[config.mk]
export PLATFORM = sky130hd
export DESIGN_NAME = intr_ctrl
export DESIGN_NICKNAME = d
export VERILOG_FILES = /design/src/rtl/intr_ctrl.sv
export SDC_FILE = /design/constraint.sdc
export NUM_CORES = 1
export LEC_CHECK = 0
export BUFFER_PORTS_ARGS = -buffer_cell sky130_fd_sc_hd__buf_4
export CORE_MARGIN = 3
export CORE_UTILIZATION = 47
export CTS_CLUSTER_SIZE = 28
export DETAILED_ROUTE_END_ITERATION = 16
export PLACE_DENSITY = 0.87
export SYNTH_ARGS = -nofsm -noshare
export SYNTH_HDL_FRONTEND = slang
export SYNTH_SLANG_ARGS = --single-unit
[constraint.sdc]
create_clock -name clk -period 2.72 [get_ports clk]
set_input_delay 0.272 -clock clk [delete_from_list [all_inputs] [get_ports clk]]
set_output_delay 0.272 -clock clk [all_outputs]
set_load 0.01 [all_outputs]
[src/rtl/intr_ctrl.sv]
// intr_ctrl: edge-latched, fixed-priority interrupt controller with
// single-level service, EPC save and one-cycle resume redirect.
module intr_ctrl #(
    parameter int          NUM_IRQ       = 3,
    parameter logic [31:0] VECTOR_BASE   = 32'h0000_0200,
    parameter logic [31:0] VECTOR_STRIDE = 32'h0000_0040
) (
    input  logic               clk,
    input  logic               rst,
    input  logic [NUM_IRQ-1:0] irq_req,
    input  logic [NUM_IRQ-1:0] irq_en,
    input  logic               cpu_ack,
    input  logic [31:0]        pc_in,
    input  logic               irq_resume,
    output logic               cpu_irq,
    output logic [31:0]        isr_addr,
    output logic [31:0]        epc,
    output logic               epc_sel,
    output logic [2:0]         irq_id,
    output logic [NUM_IRQ-1:0] pending,
    output logic               in_service
);

    typedef enum logic [1:0] {
        S_IDLE,
        S_PEND,
        S_SERVICE,
        S_RETURN
    } state_t;

    state_t             state_q;
    logic [NUM_IRQ-1:0] req_q;
    logic [NUM_IRQ-1:0] pending_q;
    logic [NUM_IRQ-1:0] pending_d;
    logic [NUM_IRQ-1:0] arb;
    logic [NUM_IRQ-1:0] clr;
    logic [2:0]         win;
    logic [2:0]         irq_id_q;
    logic [31:0]        epc_q;
    logic               cpu_irq_q;
    logic               epc_sel_q;
    logic               in_svc_q;
    logic               take;

    // Arbitration, ack-clear and pending update; a new edge beats a clear.
    always_comb begin
        arb  = pending_q & irq_en;
        win  = '0;
        for (int i = NUM_IRQ - 1; i >= 0; i--) begin
            if (arb[i]) win = 3'(i);
        end
        take = (state_q == S_PEND) && cpu_ack;
        clr  = '0;
        for (int i = 0; i < NUM_IRQ; i++) begin
            clr[i] = take && (irq_id_q == 3'(i));
        end
        pending_d = (pending_q & ~clr) | (irq_req & ~req_q);
    end

    // Request edge history and latched pending bits.
    always_ff @(posedge clk or posedge rst) begin
        if (rst) begin
            req_q     <= '0;
            pending_q <= '0;
        end else begin
            req_q     <= irq_req;
            pending_q <= pending_d;
        end
    end

    // Service sequencer with registered handshake outputs.
    always_ff @(posedge clk or posedge rst) begin
        if (rst) begin
            state_q   <= S_IDLE;
            irq_id_q  <= '0;
            epc_q     <= '0;
            cpu_irq_q <= 1'b0;
            epc_sel_q <= 1'b0;
            in_svc_q  <= 1'b0;
        end else begin
            unique case (state_q)
                S_IDLE: begin
                    if (|arb) begin
                        irq_id_q  <= win;
                        cpu_irq_q <= 1'b1;
                        state_q   <= S_PEND;
                    end
                end
                S_PEND: begin
                    if (cpu_ack) begin
                        epc_q     <= pc_in;
                        cpu_irq_q <= 1'b0;
                        in_svc_q  <= 1'b1;
                        state_q   <= S_SERVICE;
                    end
                end
                S_SERVICE: begin
                    if (irq_resume) begin
                        in_svc_q  <= 1'b0;
                        epc_sel_q <= 1'b1;
                        state_q   <= S_RETURN;
                    end
                end
                S_RETURN: begin
                    epc_sel_q <= 1'b0;
                    state_q   <= S_IDLE;
                end
                default: state_q <= S_IDLE;
            endcase
        end
    end

    assign cpu_irq    = cpu_irq_q;
    assign epc        = epc_q;
    assign epc_sel    = epc_sel_q;
    assign irq_id     = irq_id_q;
    assign pending    = pending_q;
    assign in_service = in_svc_q;
    assign isr_addr   = VECTOR_BASE + 32'(irq_id_q) * VECTOR_STRIDE;

endmodule

; Word-level counts from Yosys, hierarchy flattened
; Cells that the tools add are included.
[word_totals]
ff_bits = 46
latchBits = 0
ramBits = 0
mem_bits_ro = 0
inputBits = 42
output_inout_bits = 73
elab_cells = 54
n_memories = 0
[classes]
add_sub_neg = 1
mul = 0
div = 0
order_cmp = 0
eq_ne = 8
shift = 0
muxes = 15
n_bitwise = 6
n_reduce_logical = 16
[op_table]
columns = cell, n
row1 = $add 10x9->11 const A, 1
row2 = $and 3x3->3, 3
row3 = $reduce_and 3->1, 3
row4 = $mux 2, 4
row5 = $pmux 2 s4, 1
row6 = $mux 3, 2
row7 = $ne 2x2->1 const B, 3
row8 = $not 3->3, 2
row9 = $pmux 1 s2, 3
row10 = $reduce_and 2->1, 3
row11 = $reduce_bool 2->1, 3
row12 = $mux 1, 5
row13 = $eq 2x2->1 const B, 2
row14 = $logic_and 1x1->1, 4
row15 = $eq 3x1->1 const B, 1
row16 = $eq 3x2->1 const B, 1
row17 = $logic_not 3->1, 1
row18 = $or 3x3->3, 1
row19 = $reduce_or 3->1, 1
row20 = $eq 2x1->1 const B, 1
row21 = $logic_not 2->1, 1

; Longest topological paths before layout
[depth]
ltp_word = 6
mapped_depth = 6
depth_no_buf = 5

; Worst setup path after synthesis
; Ideal clock, no wire load.
[synth_timing]
kind = reg2reg
startpoint = register state_q[1]
endpoint = register epc_q[0] (netlist: epc[0])
setup_ns = 0.128
t_arrival_ns = 1.389
required_time_ns = 2.592
path_slack_ns = 1.203
stages_incl_launch_ff = 6
path_buffers = 1
synth_period_minus_slack_ns = 1.517
cell_sequence = dfrtp_1 inv_1 ha_1 nand2_1 buf_2 mux2_1
[synth_via]
elab_chain_cells = 2
[synth_rtl]
columns = item, line_no
row1 = start: declaration, 31  ; state_t state_q;
row2 = start signal: assignment, 74  ; state_q <= S_IDLE;
row3 = start signal: assignment, 86  ; state_q <= S_PEND;
row4 = start signal: assignment, 94  ; state_q <= S_SERVICE;
row5 = $eq 2x1->1, 81  ; unique case (state_q)
row6 = $reduce_and 2->1 (no line), --
row7 = end signal: assignment, 91  ; epc_q <= pc_in;
row8 = end: declaration, 39  ; logic [31:0] epc_q;
; No other way between the ends.
; A chain may end at the register's enable or synchronous reset.

; Worst setup path after layout
[layout_timing]
startpoint = register state_q[1]
endpoint = register state_q[1]
[layout_via]
elab_chain_cells = 3
elab_cells_between_ends = 9
cone_classes = eq/ne: 6 / mux: 1 / reduce/logical: 2
[layout_rtl]
columns = item, line_no
row1 = $eq 2x2->1 (tied with other cells), 81
row2 = $ne 2x2->1 (no line), --
row3 = $reduce_and 3->1 (no line), --
; Parallel ways exist; a longest one is shown, timed or not.

==> impl_metrics.yaml <==
hold_path:
  hold_path_class: "in -> reg"
  hold_depth: 1
cells_and_area:
  diodes: 0
  mostFrequentLayoutCells: "85 x buf_4, 45 x dfrtp_1, 31 x conb_1, 28 x mux2_1, 7 x inv_1"
  drive_gt1_share_pct: 40.2
  nets: 291
  final.fill_count: 333
  synthToLayoutAreaGrowth_pct: 32.5
  layout_commonest_cell: "buf_4"
floorplanning:
  start_util_pct: 49.9
  die_h_um: 71.9
  die-area_um2: 5160
  io_pins: 115
  rows: 23
  dieWidth_um: 71.9
  core_area_um2: 4090
critical_path:
  worst_ep_arrival_time_ns: 1.86
  reg2reg_depth: 5
  worst_ep_required_time_ns: 2.89
  worstSetupStartpointType: "register"
  critPathMaxFanout: 5
  worstSetupPathType: "reg -> reg"
  end_kind: "register"
sta:
  setup_ws_ns: 1.03
  fin_skew_ns: 0.00444
  slew_headroom_pct: 39.0
  worstMarginPinSlew_ns: 0.915
  rsz0062_at_grt: "false"
  fin_crit_ns: 1.69
  drv_slew: 0
  fin_crit_sh_pct: 62.0
  hold_viol: 0
  finalSetupViolCount: 0
  tns_ns: 0
  fmax_mhz: 593
run_status:
  status: "complete, no violations"
routing:
  postRouteAntennaNets: 0
  wl_met3_um: 430
  dr_wl_met2_um: 1970
  num_vias: 1368
  drc: 0
  wl_per_cell_um: 13.2
  top_layer: "met4"
  dr.pass1.iters: 4
  avgViaCountPerCell: 4.62
  drt-total-wl_um: 3900
  drt_iter0_drc: 29
  met1_length_um: 1460
clocking:
  ctsLongestPathBuffers: 2
  htreeDepth: 2
  cts_setup_buffers: 0
  cts_tree: "done"
  root_buffer: "clkbuf_8"
  holdBufCountCts: 0
  clkSinkCount: 45
  post_cts_resized: 0
  cts_buffers: 5
  insertion_delay_ns: 0.29
  clk_pin_slew_worst_paths_ns: 0.08
placement:
  gp_routability_congestion: 0.782
  port_buffers: 83
  post-place-ws_ns: 1.03
  hpwl_um: 3110
pwr:
  leakagePower_uw: 0.00137
  ir_drop_v: 0.000568
  powerDensity_nw_per_um2: 1080
grt:
  antenna_found_initial: 0
  grt_overflow_total: 0
  grt_max_degree: 46
  grt_usage_pct: 15.0
  grt_pass1_vias: 1378
  grt_pass1_wl_um: 6040
run:
  cap_violations: 0
yosys:
  yosys_warnings: 0
  avgSynthCellArea_um2: 12.7
  postSynthCellCount: 160
  ys_seq_elements: 45
  yosysUniqueCellTypes: 26
  yosysSeqAreaShare_pct: 55.2
  netlist_area_um2: 2040
[metrics by stage]
step | hold WS (ns) | cell area [um^2] | cells | util, % | power, uW
floorplan | 0.303 | 2150 | 189 | - | 1840
global placement | 0.392 | 2580 | 288 | 63.3 | 2390
detailed placement | 0.394 | 2580 | 288 | 63.3 | 2470
CTS | 0.0842 | 2700 | 296 | 66.1 | 2980
global route | 0.0783 | 2700 | 296 | 66.1 | 3130
finish | 0.0958 | 2700 | 296 | 66.1 | 2920
[sequential cells by signal, summed over array words and instances (netlist names)]
signal,flops
req_q,3
pending,3
in_service,1
irq_id,2
state_q,2
cpu_irq,1
epc_sel,1
epc,32
[Yosys cell counts]
cell type  count  area [um^2]
dfrtp_1       45         1130
buf_4         33          248
mux2_1        28          315
inv_1          8         30.0
nand2_1        6         22.5
o21ai_0        6         30.0
mux2_2         5         56.3
ha_1           4         50.1
buf_2          3         15.0
a21boi_0       2         15.0
a21oi_1        2         10.0
conb_1         2         7.51
nor2b_1        2         12.5
o31ai_1        2         15.0
a211oi_1       1         7.51
a222oi_1       1         10.0
a22o_1         1         8.76
a31oi_1        1         6.26
and3_1         1         6.26
nand2b_1       1         6.26
nand4_1        1         6.26
nor2_1         1         3.75
nor3b_1        1         7.51
o21ai_1        1         5.00
o32a_2         1         11.3
or3_1          1         6.26
[metal layers]
metal  vias up  GRT usage (%)
met3         4           6.87
met4         0           3.76
met1       643           16.7
met5         -              0
li1        649              -
met2        72           26.1
[worst max-delay path, cell delays in order (launching register included)]
cell and delay [ns]:
dfrtp_1 0.39, inv_1 0.08, ha_1 0.23, nor2b_1 0.16, a211oi_1 0.36, mux2_1 0.36
[path summary, 6_finish.rpt]
check / startpoint / end / slack [ns]
worst max register to register: state_q[1]$_DFFE_PP0P_ / state_q[1]$_DFFE_PP0P_ / 1.03
worst min-delay path: irq_req[0] / req_q[0]$_DFF_PP0_ / 0.1
worst max-delay path: state_q[1]$_DFFE_PP0P_ / state_q[1]$_DFFE_PP0P_ / 1.03
max in group asynchronous: rst / epc[3]$_DFFE_PP0P_ / 1.95
min in group asynchronous: rst / epc[26]$_DFFE_PP0P_ / 0.17
worst min register to register: req_q[2]$_DFF_PP0_ / pending[2]$_DFF_PP0_ / 0.42
[final cells by class]
type	instances	area, um^2	share of cell area [%]
tap	50	62.6	2.32
clock inverter	1	30.0	1.11
timing repair buffer	85	638	23.6
clock buffer	7	86.3	3.20
sequential	45	1130	41.7
multi-input combinational	100	728	27.0
inverter	8	30.0	1.11
[logic make-up after synthesis]
logic type / synth area share (%)
fa+ha+maj: 2.46
simple gates: 3.50
buf+inv: 14.4
compound gates: 5.83
mux: 18.2
flops: 55.2
other cells: 0.368
[power breakdown]
part / switching, uW / internal (uW)
clock: 205 / 299
combinational: 546 / 699
sequential: 190 / 985
Note: power is estimated with default switching activity, not from simulation.
